$ cat src/rtl/shift_reg_univ.sv
// Universal shift register (hold / shift right / shift left / parallel load) with a
// frame counter. Define SHIFT_REG_ROTATE_EN to let rot=1 turn a shift into a rotate.
module shift_reg_univ #(
    parameter int                 WIDTH     = 8,
    parameter logic [WIDTH-1:0]   RESET_VAL = '0,
    parameter int                 CNT_W     = $clog2(WIDTH)
) (
    input  logic               clk,
    input  logic               rst,
    input  logic               en,
    input  logic [1:0]         mode,
    input  logic               si,
    input  logic               rot,
    input  logic [WIDTH-1:0]   d,
    output logic [WIDTH-1:0]   q,
    output logic               so,
    output logic [CNT_W-1:0]   cnt,
    output logic               frame_done
);

    localparam logic [1:0] MODE_HOLD  = 2'b00;
    localparam logic [1:0] MODE_RIGHT = 2'b01;
    localparam logic [1:0] MODE_LEFT  = 2'b10;
    localparam logic [1:0] MODE_LOAD  = 2'b11;

    // Explicit wrap value so non-power-of-two widths do not run to 2^CNT_W-1.
    localparam logic [CNT_W-1:0] CNT_LAST = CNT_W'(WIDTH - 1);

    typedef enum logic {
        DIR_RIGHT = 1'b0,
        DIR_LEFT  = 1'b1
    } dir_e;

    dir_e dir;
    logic in_bit;
    logic shifting;

`ifdef SHIFT_REG_ROTATE_EN
    always_comb begin
        in_bit = si;
        if (rot) begin
            in_bit = (mode == MODE_RIGHT) ? q[0] : q[WIDTH-1];
        end
    end
`else
    logic unused_rot;
    assign unused_rot = rot;
    assign in_bit     = si;
`endif

    assign shifting = en && ((mode == MODE_RIGHT) || (mode == MODE_LEFT));

    always_ff @(posedge clk or negedge rst) begin
        if (!rst) begin
            q          <= RESET_VAL;
            dir        <= DIR_RIGHT;
            cnt        <= '0;
            frame_done <= 1'b0;
        end else begin
            frame_done <= 1'b0;
            if (en) begin
                case (mode)
                    MODE_RIGHT: begin
                        q   <= {in_bit, q[WIDTH-1:1]};
                        dir <= DIR_RIGHT;
                    end
                    MODE_LEFT: begin
                        q   <= {q[WIDTH-2:0], in_bit};
                        dir <= DIR_LEFT;
                    end
                    MODE_LOAD: begin
                        q   <= d;
                        cnt <= '0;
                    end
                    MODE_HOLD: ;
                    default: ;
                endcase
            end
            if (shifting) begin
                if (cnt == CNT_LAST) begin
                    cnt        <= '0;
                    frame_done <= 1'b1;
                end else begin
                    cnt <= cnt + CNT_W'(1);
                end
            end
        end
    end

    // Serial output is a pure function of registered state, so it moves only after an edge.
    assign so = (dir == DIR_LEFT) ? q[WIDTH-1] : q[0];

endmodule

$ cat config.mk
export PLATFORM = sky130hd
export DESIGN_NAME = shift_reg_univ
export DESIGN_NICKNAME = d
export VERILOG_FILES = /design/src/rtl/shift_reg_univ.sv
export SDC_FILE = /design/constraint.sdc
export NUM_CORES = 1
export LEC_CHECK = 0
export ABC_CLOCK_PERIOD_IN_PS = 1600
export CAP_MARGIN = 20
export CORE_MARGIN = 2
export CORE_UTILIZATION = 23
export DETAILED_ROUTE_END_ITERATION = 10
export PLACE_DENSITY = 0.48
export SLEW_MARGIN = 20
export SYNTH_ARGS = -nofsm -noshare
export SYNTH_HDL_FRONTEND = slang
export SYNTH_SLANG_ARGS = --single-unit
$ cat constraint.sdc
create_clock -name clk -period 1.6 [get_ports clk]
set_clock_uncertainty 0.1 [all_clocks]
set_input_delay 0.4 -clock clk [delete_from_list [all_inputs] [get_ports clk]]
set_output_delay 0.4 -clock clk [all_outputs]
set_load 0.1 [all_outputs]
==> results of run 1 <==
final timing paths:
kind / endpoint / slack, ps
worst max-delay path: so / -110
worst min-delay path: q[1]$_DFFE_PN0P_ / 330
worst max register to register: cnt[2]$_DFFE_PN0P_ / 160
worst min register to register: cnt[0]$_DFFE_PN0P_ / 460
max in group asynchronous: cnt[0]$_DFFE_PN0P_ / 880
min in group clk: cnt[0]$_DFFE_PN0P_ / 460
layer usage:
metal,up-vias,share of wire
li1,327,-
met1,307,0.46
met4,0,0
met2,9,0.52
met5,-,0
met3,0,0.023
flip-flops by register name (all words and copies together), names as in the netlist:
| signal | flops |
|---|---|
| cnt | 3 |
| frame_done | 1 |
| dir | 1 |
| q | 8 |
synth_stat cells (all sizes together):
master and instances:
inv 2, and3 1, buf 3, o21ai 1
nor2 9, a32o 2, dfrtp 13, nor2b 1
nand2 10, o21a 1, o31ai 1, a31oi 8
a22oi 8, ha 6, mux2 2
cells by family (layout without fill, tap and decap cells):
group	count (synthesis)	in the layout
adder cells (fa/ha/maj)	6	6
multiplexers	2	2
AND/OR/NAND/NOR	21	21
flip-flops	13	13
AO/OA/AOI/OAI	21	21
buffers and inverters	5	44
power breakdown:
part	leakage, nW	internal (mW)	total (mW)	switching (mW)
sequential	0.150	0.414	0.514	0.100
clock	0.0150	0.0966	0.205	0.108
combinational	0.391	0.431	1.12	0.690
total	0.556	0.942	1.84	0.898
worst max-delay path: cells and delay by family (launching register included):
| kind | cells | cell delay, ps |
|---|---|---|
| mux | 1 | 290 |
| flops | 1 | 480 |
| buf+inv | 1 | 170 |
cell type report:
type	instances	area, µm²
Fill cell	302	1733
Timing Repair Buffer	38	485.5
Multi-Input combinational cell	50	370.4
Sequential cell	13	339.1
Tap cell	33	41.29
Clock buffer	4	26.28
Inverter	2	7.507
stage by stage:
step           total power [mW]  area [µm²]
2_1_floorplan             1.185       735.7
3_3_place_gp              1.628        1207
3_5_place_dp              1.632        1207
4_1_cts                   1.859        1264
5_1_grt                   1.934        1270
6_report                  1.841        1270
repair_timing:
action,in CTS,in global routing
setup buffers,2,0
setup endpoints to repair,13,15
hold endpoints to repair,0,0
resized for setup,5,2
==> metrics.cfg, run 1 <==
[status]
outcome=finished, violations left
violations=negative setup slack

[place]
dpl.cell_count=134
dp_slack_ps=-353.0
io_buffers=26
gp_congestion=0.6931
hpwl_mm=1.331

[worst_setup_path]
path_cells=mux2_4, buf_12
crit_start=q[0]$_DFFE_PN0P_
endpoint_kind=output port
r2r_cells=3
crit_fanout=2
timing.rr.start=cnt[0]$_DFFE_PN0P_
slowest_delay_ps=480
critPathLaunchType=flop
arrival_ps=1210
slowest_stage=dfrtp_4
cp.required_ps=1100
setup.worst_path.class=reg -> out

[routing]
wl_per_cell_um=12.31
route.detailed.drc=0
vias=643
via_per_inst=4.593
drtIter0Drc=19
dr.pass1.iters=4
postRouteAntennaNets=0
routed_wirelength_mm=1.723

[cts]
path_clk_slew_ps=80
clock_path_buffers=2
ctsHoldBuffers=0
cts-root-buf=clkbuf_4
numCtsBuffers=3
clk_latency_ps=270
cts.sinks=13
cts.htree.levels=1
cts_tree=yes

[flow_run]
drv_cap=0

[timing]
fin_crit_sh=1.069
hold_violations=0
final-setup-viol-count=1
rsz0062_at_grt=true
slew_headroom=0.8562
slew_viol_final=0
finalSetupTns_ps=-109.6
max_freq_mhz=584.9
period_needed_ps=1710
hold_slack_ps=328.0
worstMarginPinSlew_ps=215.7
setup_slack_ps=-109.6

[logic_synthesis]
ys_ff_latch=13
synthXorXnorAreaFrac=0
synth_top_area_frac=0.4530
synth_cell_types=18
netlist_area_um2=718.2
synth-compound-area-share=0.2265
synth_top_family_by_area=compound AO/OA/AOI/OAI gates
synth-simple-area-share=0.1254
yosysWarnings=0
synthCells=68
muxShareOfSynthArea=0.03136
yosysSeqAreaShare=0.4530
avgSynthCellArea_um2=10.56
syn-num-nets=89
synth_area_leaders=dfrtp_1, ha_1, a22oi_1, a31oi_1, nand2_1
synth_adder_area_share=0.1045
synth_top_area_cell=dfrtp_1

[die]
ios=28
dieArea_um2=3586
die_x_um=59.88
design.core.area_um2=3003
rows=20
start_util=0.2392
die_h_um=59.88

[finish]
nets=129
drive_gt1_frac=0.4112
antenna_cells=0
fin_cells=140
fin_util=0.4229
mostFrequentLayoutCells=buf_12, clkdlybuf4s50_1, buf_4
final_common_cell=buf_12
syn2layout_area_growth_pct=76.83

[global_route]
grt_max_degree=17
grt_util_met1=0.1419
grt_first_pass_wirelength_mm=2.891
track_usage=0.1072
met2_usage=0.1630
use_met3=0.01515
first_global_vias=642
grt_overflow=0
antenna_found_initial=0
grt.busiest_layer=met2

[power_and_ir_drop]
vdd_drop_max_v=0.0007669
p_leak_nw=0.5556
power_density_nw_per_um2=1449

[worst_hold_path]
min_path_type=in -> async

Power figures use the tool's default switching activity.
==> inputs of run 2 (changes only) <==
Settings changed: CORE_MARGIN 2 to default.
==> metrics.cfg, run 2 (synthesized netlist as in run 1, its figures left out) <==
[status]
outcome=finished, violations left  ; unchanged
violations=design-rule violations, negative setup slack  ; was negative setup slack

[cts]
cts.sinks=13  ; unchanged
ctsHoldBuffers=0  ; unchanged
numCtsBuffers=3  ; unchanged
cts-root-buf=clkbuf_4  ; unchanged
cts.htree.levels=1  ; unchanged
clock_path_buffers=2  ; unchanged
clk_latency_ps=270  ; about the same
path_clk_slew_ps=80  ; about the same
cts_tree=yes  ; unchanged

[routing]
routed_wirelength_mm=1.630  ; was 1.723 mm
vias=639  ; was 643
dr.pass1.iters=8  ; was 4
postRouteAntennaNets=0  ; unchanged
wl_per_cell_um=11.73  ; was 12.31 µm
route.detailed.drc=2  ; was 0
via_per_inst=4.597  ; was 4.593
drtIter0Drc=20  ; was 19

[power_and_ir_drop]
vdd_drop_max_v=0.0006706  ; was 0.0007669 V
p_leak_nw=0.5609  ; was 0.5556 nW
power_density_nw_per_um2=1434  ; was 1449 nW/µm²
power_mw=1.839  ; was 1.841 mW

[worst_setup_path]
slowest_stage=dfrtp_4  ; unchanged
path_cells=mux2_4, buf_12  ; unchanged
slowest_delay_ps=480  ; about the same
arrival_ps=1200  ; was 1210 ps
crit_buf_inv=1  ; unchanged
cp_top_family=flip-flops  ; unchanged
cp.required_ps=1100  ; about the same
crit_fanout=2  ; unchanged
setup.worst_path.class=reg -> out  ; unchanged
critPathLaunchType=flop  ; unchanged
endpoint_kind=output port  ; unchanged

[finish]
syn2layout_area_growth_pct=78.57  ; was 76.83%
mostFrequentLayoutCells=buf_12, buf_4, clkdlybuf4s50_1  ; was buf_12, clkdlybuf4s50_1, buf_4
reg_top3=q (8), cnt (3)  ; unchanged
fin_cells=139  ; was 140
nets=130  ; was 129
largest_reg_flops=8  ; unchanged
drive_gt1_frac=0.4352  ; was 0.4112
regMostFlops=q  ; unchanged
antenna_cells=0  ; unchanged
nFillCells=287  ; was 302
final_common_cell=buf_12  ; unchanged

[timing]
slew_headroom=0.8483  ; was 0.8562
final-setup-viol-count=1  ; unchanged
finalSetupTns_ps=-101.9  ; was -109.6 ps
worstMarginPinSlew_ps=227.6  ; was 215.7 ps
setup_slack_ps=-101.9  ; was -109.6 ps
fin_crit_sh=1.064  ; was 1.069
rsz0062_at_grt=true  ; unchanged
slew_viol_final=0  ; unchanged
hold_violations=0  ; unchanged
period_needed_ps=1702  ; was 1710 ps
max_freq_mhz=587.6  ; was 584.9 MHz

[die]
die_x_um=57.88  ; was 59.88 µm
rows=19  ; was 20
start_util=0.2518  ; was 0.2392
design.core.area_um2=2853  ; was 3003 µm²
die_h_um=57.88  ; was 59.88 µm
dieArea_um2=3350  ; was 3586 µm²
ios=28  ; unchanged

[global_route]
first_global_vias=616  ; was 642
track_usage=0.1082  ; was 0.1072
grt_max_degree=17  ; unchanged
grt_overflow=0  ; unchanged
grt_first_pass_wirelength_mm=2.773  ; was 2.891 mm
antenna_found_initial=0  ; unchanged

[place]
hpwl_mm=1.249  ; was 1.331 mm
gp_congestion=0.7568  ; was 0.6931
dpl.cell_count=133  ; was 134
dp_slack_ps=-363.6  ; was -353.0 ps
io_buffers=26  ; unchanged

[flow_run]
drv_cap=0  ; unchanged

[worst_hold_path]
min_path_type=in -> async  ; unchanged

## run 2: cell types whose count changed in the layout (fill, tap and decap cells not counted)
cell	before	now
nor2_2	2	3
a22oi_1	8	7
nor2_1	7	6
a22oi_2	0	1
buf_4	11	12
## run 2: routing by layer
layer,track usage,share of wire
met1,0.1681,0.50
met2,0.1429,0.42
met3,0.02455,0.062
met4,0.04082,0.012
met5,0,0
## run 2: timing repair
item,CTS,global route
gates resized for setup,6,3
endpoints found under the setup margin,13,14
pin swaps,0,1
buffers inserted,2,0
## run 2: stage by stage
| step | util | cell area [µm²] | hold WS (ps) |
|---|---|---|---|
| 6_report | 0.4496 | 1282 | 336.3 |
| 3_3_place_gp | 0.4250 | 1212 | 433.0 |
| 5_1_grt | 0.4496 | 1282 | 341.8 |
| 4_1_cts | 0.4465 | 1274 | 342.8 |
| 2_1_floorplan | - | 735.7 | 4.409 |
| 3_5_place_dp | 0.4250 | 1212 | 441.0 |
## run 2: final cells by class
class,count,area [µm²],area share
Clock buffer,4,26.28,0.02049
Inverter,2,7.507,0.005854
Multi-Input combinational cell,50,377.9,0.2946
Sequential cell,13,339.1,0.2644
Tap cell,31,38.79,0.03024
Timing Repair Buffer,39,493.0,0.3844
## run 2: worst paths after layout
kind,end,slack [ps],depth (start not counted),start
max in group asynchronous,q[7]$_DFFE_PN0P_,880,2,rst
setup / recovery,so,-100,2,q[0]$_DFFE_PN0P_
hold reg to reg,dir$_DFFE_PN0P_,460,1,dir$_DFFE_PN0P_
hold / removal,cnt[1]$_DFFE_PN0P_,340,2,rst
setup reg to reg,cnt[2]$_DFFE_PN0P_,150,3,cnt[0]$_DFFE_PN0P_
min in group clk,dir$_DFFE_PN0P_,460,1,dir$_DFFE_PN0P_
## run 2: worst reg2reg max path, cell delays in order (launching register included)
cell and delay, ps:
dfrtp_4 510, ha_1 210, ha_1 270, a32o_1 260
## run 2: report_power, final
group	switching, mW	internal (mW)
Clock	0.102	0.0963
Sequential	0.101	0.414
Combinational	0.691	0.434
Total	0.895	0.944
==> inputs of run 3 (changes only) <==
Settings changed: CTS_CLUSTER_DIAMETER from default to 200.
==> results of run 3 <==
No change in the layout: final DEF, timing and power equal those of run 2.
